<file path="src/rtl/if_fetch_unit_pkg.sv">
// Shared types and constants for the instruction fetch stage.
package if_fetch_unit_pkg;

    localparam int unsigned WORD_LEN = 16;
    localparam int unsigned ADDR_LEN = 16;
    localparam int unsigned ENTRY_W  = ADDR_LEN + WORD_LEN;

    localparam logic [WORD_LEN-1:0] NOP_INSTR = '0;

    typedef struct packed {
        logic [ADDR_LEN-1:0] pc;
        logic [WORD_LEN-1:0] instr;
    } fetch_entry_t;

endpackage

</file>
<file path="src/rtl/fetch_fifo.sv">
// Synchronous prefetch FIFO of {pc, instr} entries with single-cycle flush.
module fetch_fifo
    import if_fetch_unit_pkg::*;
#(
    parameter int unsigned DEPTH = 4,
    localparam int unsigned PtrW = $clog2(DEPTH),
    localparam int unsigned CntW = PtrW + 1
) (
    input  logic               clk,
    input  logic               rst,
    input  logic               flush_i,
    input  logic               push_i,
    input  logic               pop_i,
    input  logic [ENTRY_W-1:0] wdata_i,
    output logic               valid_o,
    output logic [ENTRY_W-1:0] rdata_o,
    output logic [CntW-1:0]    count_o
);

    logic [ENTRY_W-1:0] mem_q [DEPTH];
    logic [PtrW-1:0]    wr_ptr_q, wr_ptr_d;
    logic [PtrW-1:0]    rd_ptr_q, rd_ptr_d;
    logic [CntW-1:0]    count_q, count_d;

    always_comb begin
        wr_ptr_d = wr_ptr_q;
        rd_ptr_d = rd_ptr_q;
        count_d  = count_q;
        if (flush_i) begin
            wr_ptr_d = '0;
            rd_ptr_d = '0;
            count_d  = '0;
        end else begin
            if (push_i) wr_ptr_d = wr_ptr_q + 1'b1;
            if (pop_i)  rd_ptr_d = rd_ptr_q + 1'b1;
            unique case ({push_i, pop_i})
                2'b10:   count_d = count_q + 1'b1;
                2'b01:   count_d = count_q - 1'b1;
                default: count_d = count_q;
            endcase
        end
    end

    always_ff @(posedge clk or posedge rst) begin
        if (rst) begin
            wr_ptr_q <= '0;
            rd_ptr_q <= '0;
            count_q  <= '0;
        end else begin
            wr_ptr_q <= wr_ptr_d;
            rd_ptr_q <= rd_ptr_d;
            count_q  <= count_d;
        end
    end

    // Storage needs no reset: count_q gates every read.
    always_ff @(posedge clk) begin
        if (push_i && !flush_i) mem_q[wr_ptr_q] <= wdata_i;
    end

    assign valid_o = (count_q != '0);
    assign rdata_o = mem_q[rd_ptr_q];
    assign count_o = count_q;

endmodule

</file>
<file path="src/rtl/if_fetch_unit.sv">
// Fetch stage: owns the PC, issues credit-limited in-order requests and buffers responses.
module if_fetch_unit
    import if_fetch_unit_pkg::*;
#(
    parameter int unsigned         FIFO_DEPTH = 4,
    parameter logic [ADDR_LEN-1:0] RESET_PC   = 16'h0000
) (
    input  logic                clk,
    input  logic                rst,
    output logic                imem_req_valid,
    input  logic                imem_req_ready,
    output logic [ADDR_LEN-1:0] imem_addr,
    input  logic                imem_rsp_valid,
    input  logic [WORD_LEN-1:0] imem_rsp_data,
    input  logic                hazard_detected,
    input  logic                brTaken,
    input  logic [ADDR_LEN-1:0] br_target,
    output logic                instr_valid,
    output logic [WORD_LEN-1:0] instruction,
    output logic [ADDR_LEN-1:0] pc_out
);

    localparam int unsigned CntW = $clog2(FIFO_DEPTH) + 1;
    localparam logic [CntW:0] DepthW = (CntW + 1)'(FIFO_DEPTH);

    logic [ADDR_LEN-1:0] pc_q, pc_d;
    logic [ADDR_LEN-1:0] rsp_pc_q, rsp_pc_d;
    logic [CntW-1:0]     outstanding_q, outstanding_d;
    logic [CntW-1:0]     discard_q, discard_d;

    logic               fifo_valid;
    logic [CntW-1:0]    fifo_count;
    logic [ENTRY_W-1:0] fifo_rdata;
    fetch_entry_t       head;
    fetch_entry_t       push_entry;

    logic [CntW-1:0] live;
    logic [CntW:0]   committed;
    logic            credit;
    logic            req_fire;
    logic            rsp_fire;
    logic            keep_rsp;
    logic            pop;

    // Slots already promised: buffered entries plus responses that will be kept.
    assign live      = outstanding_q - discard_q;
    assign committed = {1'b0, fifo_count} + {1'b0, live};
    assign credit    = committed < DepthW;

    assign imem_req_valid = credit && !brTaken && !rst;
    assign imem_addr      = pc_q;

    assign req_fire = imem_req_valid && imem_req_ready;
    assign rsp_fire = imem_rsp_valid;
    assign keep_rsp = rsp_fire && (discard_q == '0) && !brTaken;
    assign pop      = fifo_valid && !hazard_detected && !brTaken;

    // Kept responses arrive in issue order, so a running counter supplies the pc tag.
    assign push_entry = '{pc: rsp_pc_q, instr: imem_rsp_data};

    always_comb begin
        pc_d          = pc_q;
        rsp_pc_d      = rsp_pc_q;
        outstanding_d = outstanding_q + CntW'(req_fire) - CntW'(rsp_fire);
        discard_d     = discard_q;
        if (brTaken) begin
            pc_d      = br_target;
            rsp_pc_d  = br_target;
            discard_d = outstanding_q - CntW'(rsp_fire);
        end else begin
            if (req_fire) pc_d = pc_q + 1'b1;
            if (keep_rsp) rsp_pc_d = rsp_pc_q + 1'b1;
            if (rsp_fire && (discard_q != '0)) discard_d = discard_q - 1'b1;
        end
    end

    always_ff @(posedge clk or posedge rst) begin
        if (rst) begin
            pc_q          <= RESET_PC;
            rsp_pc_q      <= RESET_PC;
            outstanding_q <= '0;
            discard_q     <= '0;
        end else begin
            pc_q          <= pc_d;
            rsp_pc_q      <= rsp_pc_d;
            outstanding_q <= outstanding_d;
            discard_q     <= discard_d;
        end
    end

    fetch_fifo #(
        .DEPTH (FIFO_DEPTH)
    ) u_fetch_fifo (
        .clk     (clk),
        .rst     (rst),
        .flush_i (brTaken),
        .push_i  (keep_rsp),
        .pop_i   (pop),
        .wdata_i (push_entry),
        .valid_o (fifo_valid),
        .rdata_o (fifo_rdata),
        .count_o (fifo_count)
    );

    assign head        = fifo_rdata;
    assign instr_valid = fifo_valid;
    assign instruction = fifo_valid ? head.instr : NOP_INSTR;
    assign pc_out      = fifo_valid ? head.pc : '0;

endmodule

</file>
<file path="config.mk">
export PLATFORM = sky130hd
export DESIGN_NAME = if_fetch_unit
export DESIGN_NICKNAME = d
export VERILOG_FILES = /design/src/rtl/if_fetch_unit_pkg.sv /design/src/rtl/fetch_fifo.sv /design/src/rtl/if_fetch_unit.sv
export SDC_FILE = /design/constraint.sdc
export NUM_CORES = 1
export LEC_CHECK = 0
export BUFFER_PORTS_ARGS = -buffer_cell sky130_fd_sc_hd__buf_2
export CORE_MARGIN = 2
export CORE_UTILIZATION = 35
export CTS_CLUSTER_DIAMETER = 60
export DETAILED_ROUTE_END_ITERATION = 12
export PLACE_DENSITY = 0.52
export SETUP_SLACK_MARGIN = 0.15
export SYNTH_ARGS = -nofsm -noshare
export SYNTH_HDL_FRONTEND = slang
export SYNTH_SLANG_ARGS = --single-unit
</file>
<file path="constraint.sdc">
create_clock -name clk -period 3.6 [get_ports clk]
set_clock_uncertainty 0.1 [all_clocks]
set_input_delay 0 -clock clk [delete_from_list [all_inputs] [get_ports clk]]
set_output_delay 0 -clock clk [all_outputs]
set_load 0.1 [all_outputs]
</file>
==> impl_metrics.toml <==
[drt]
route.detailed.vias_per_inst = 5.109
routed-via-count = 4670
antenna_left = 0
drt_pass1_iterations = 5
drt-total-wl_um = 15950
number_of_drc_violations_after_detailed_routing = 0
routedWlPerCell_um = 17.45
drt_iter0_drc = 230

[final_layout]
final_nets = 682
final_cell_mix = "sky130_fd_sc_hd__edfxtp_1, sky130_fd_sc_hd__buf_2, sky130_fd_sc_hd__dfrtp_1"
areaGrowthSynthToFinish_pct = 21.72
drive_gt1_share_pct = 26.45
final_cell_count_no_fill = 914
multi_input_comb_area_um2 = 2464
area.sequential_um2 = 4971
count_of_filler_cells_inserted_in_the_layout = 1937
final_cell_area_um2 = 9256
num_antenna_cells = 0
layout_commonest_cell = "sky130_fd_sc_hd__edfxtp_1"
post-route-util_pct = 43.76

[power_and_ir_drop]
pwr-share-comb_pct = 41.3
p_clk_share_pct = 23.6
vdd_ir_drop_max_mv = 0.4046
internal_power_of_the_cells_w = 0.003927
share_seq_of_total_power_pct = 35.1
sw_frac_of_total_pct = 44.31
power_leakage_nw = 3.417
cellPowerDensity_nw_per_um2 = 761.8
net-switching-power_w = 0.003125

[synthesis]
synthesis.area_per_instance_um2 = 15.27
synth_fa_ha_area_share_pct = 3.258
synth_ff_type = "sky130_fd_sc_hd__edfxtp_1"
muxShareOfSynthArea_pct = 9.888
ys_async_sr_fraction_pct = 26.01
yosys.area_share.simple_pct = 11.29
mappedNetlistNets = 554
netlist_area_um2 = 7605
yosysWarningCount = 0
synth_compound_gate_area_share_pct = 5.479
synthDominantCellAreaShare_pct = 50.54
ys_top_cells_by_area = "sky130_fd_sc_hd__edfxtp_1, sky130_fd_sc_hd__dfrtp_1, sky130_fd_sc_hd__mux4_2"
synth-seq-area-share_pct = 65.35
synth_area_leader_cell = "sky130_fd_sc_hd__edfxtp_1"
yosys.cell_types.count = 48
synth_cells = 498
synth-edff-count = 128
synth-seq-cells = 173
synth_xor_area_share_pct = 2.484
synth_top_family_by_area = "simple AND/OR/NAND/NOR gates"

[critical_path]
end_kind = "flip-flop"
worst-r2r-cell-count = 14
critPathLaunchType = "flip-flop"
path_delay_family = "adder cells"
cpPeakStageDelay_ns = 0.39
crit_path_max_fanout = 3
timing.rr.start = "outstanding_q[0]"
worst-endpoint-arrival_ns = 3.26
timing.critical_path.cells = "inv_1 -> ha_1 -> inv_1 -> fa_1 -> xnor2_1 -> ha_1 -> nor4_4 -> nand4_1 -> ha_1 -> inv_1 -> ha_1 -> inv_1 -> fa_1 -> xnor2_1"
worstReg2RegEnd = "outstanding_q[2]"
critical_path_depth = 14
rrSetupSlack_ns = 0.56
timing.critical_path.slowest_stage_cell = "sky130_fd_sc_hd__dfrtp_1"
cp_data_required_time_ns = 3.82
critPathKind = "reg -> reg"
worst-path-buf-inv = 4

[clocking]
tritoncts = "done"
max-clock-path-buffers = 2
clk-insertion-delay-late_ns = 0.42
cts_made_buffers = 17
post_cts_resize_count = 0
cts-root-buf = "sky130_fd_sc_hd__clkbuf_16"
clk_sink_count = 173
cts.reportedPaths.clkPinSlew_ns = 0.07
cts.repair_timing.setup_buffer_count = 0
htree_levels = 4
post_cts_hold_buffer_count = 37

[place]
detailedPlacementHpwl_um = 9915
routabilityCongestion = 0.8479
numPortBuffers = 87
placement.setup.worst_slack_ns = 0.5499
place_area_um2 = 8349
placed_cells = 845

[global_routing]
first_pass_grt_wire_length_um = 25010
maximum_number_of_pins_on_one_net_before_global_route_repair = 36
grtUsageTotal_pct = 14.68
antenna_violations_before_repair = 0
first_global_vias = 4689
grt_remaining_overflow = 0

[die]
dieHeight_um = 151.4
io_pins = 88
floorplan_die_area_um2 = 22920
start_util_pct = 35.95
placementRows = 53
placeableCoreArea_um2 = 21150
die-width_um = 151.4

[run_status]
outcome = "completed"

[timing]
setup_viol = 0
grt_setup_unrepaired = "false"
tightest_slew_ns = 1.084
post-route-min-period_ns = 3.042
slew_headroom_pct = 27.63
hold_violations = 0
drv_slew = 0
fin_setup_tns_ns = 0
fin_crit_sh_pct = 84.49
fmaxAchievable_mhz = 328.8
post-route-worst-setup-slack_ns = 0.5582

[job]
max-cap-violations = 0

[min_path]
hold_class = "in -> async"
-- worst min-delay path, cell delays in order --
cell and delay [ns]:
sky130_fd_sc_hd__dlygate4sd3_1 0.53, sky130_fd_sc_hd__buf_2 0.15, sky130_fd_sc_hd__inv_1 0.37
-- area by class of cell --
| type | count | area share (%) |
|---|---|---|
| flip-flops and latches | 173 | 53.70 |
| inverters | 16 | 0.6488 |
| well taps | 275 | 3.717 |
| repair buffers | 134 | 9.516 |
| clock inverters | 15 | 1.203 |
| clock buffers | 17 | 4.596 |
| multi-input cells | 284 | 26.62 |
-- layer usage --
metal	up-vias	part of all wire (%)	global-route usage, %
met3	11	5.3	3.494
met5	-	0	0
met2	133	49	24.46
met1	2331	45	19.42
li1	2195	-	-
met4	0	0.87	3.645
-- power by group through the flow --
stage | Clock, W | Combinational (W) | Sequential [W]
2_1_floorplan | 0 | 0.00222 | 0.00270
3_3_place_gp | 0 | 0.00290 | 0.00250
3_5_place_dp | 0 | 0.00293 | 0.00251
4_1_cts | 0.00171 | 0.00296 | 0.00247
5_1_grt | 0.00179 | 0.00311 | 0.00250
6_report | 0.00166 | 0.00291 | 0.00247
-- worst max path at each step --
stage,end,slack [ns],from
CTS,outstanding_q[2],0.54,outstanding_q[0]
global placement,outstanding_q[1],0.57,outstanding_q[0]
finish,outstanding_q[2],0.56,outstanding_q[0]
global route,outstanding_q[2],0.37,outstanding_q[0]
floorplan,outstanding_q[2],0.30,outstanding_q[0]
detailed placement,outstanding_q[2],0.55,outstanding_q[0]
-- flip-flops by register name, summed over array words and instances (netlist names) --
signal and cells:
imem_addr 16, u_fetch_fifo.count_o 3, outstanding_q 3, u_fetch_fifo.wr_ptr_q 2
u_fetch_fifo.rd_ptr_q 2, u_fetch_fifo.mem_q 128, discard_q 3, rsp_pc_q 16
-- per-stage QoR --
| step | hold WS [ns] | total power, W |
|---|---|---|
| 3_5_place_dp | -0.009986 | 0.005442 |
| 3_3_place_gp | -0.02372 | 0.005404 |
| 6_report | 0.07251 | 0.007052 |
| 4_1_cts | 0.07477 | 0.007141 |
| 5_1_grt | 0.1043 | 0.007400 |
| 2_1_floorplan | -0.001131 | 0.004919 |
-- synthesized netlist by cell type, types with 15 or more instances --
library cell	number
sky130_fd_sc_hd__and2_1	32
sky130_fd_sc_hd__clkbuf_1	16
sky130_fd_sc_hd__dfrtp_1	45
sky130_fd_sc_hd__edfxtp_1	128
sky130_fd_sc_hd__ha_1	15
sky130_fd_sc_hd__inv_1	15
sky130_fd_sc_hd__mux4_2	32
sky130_fd_sc_hd__nand2_1	22
sky130_fd_sc_hd__nand3_1	18
sky130_fd_sc_hd__nor2_1	16
sky130_fd_sc_hd__o21ai_0	25
-- logic make-up (layout without fill, tap and decap cells) --
kind of cell	Yosys count	in the layout
xor gates and xnor gates	20	20
muxes	35	35
and+or+nand+nor	147	147
AOI/OAI and AO/OA	64	64
buffers and inverters	41	182
DFF	173	173
adders and majority gates	18	18
No activity file was read; power rests on OpenSTA's default activity.
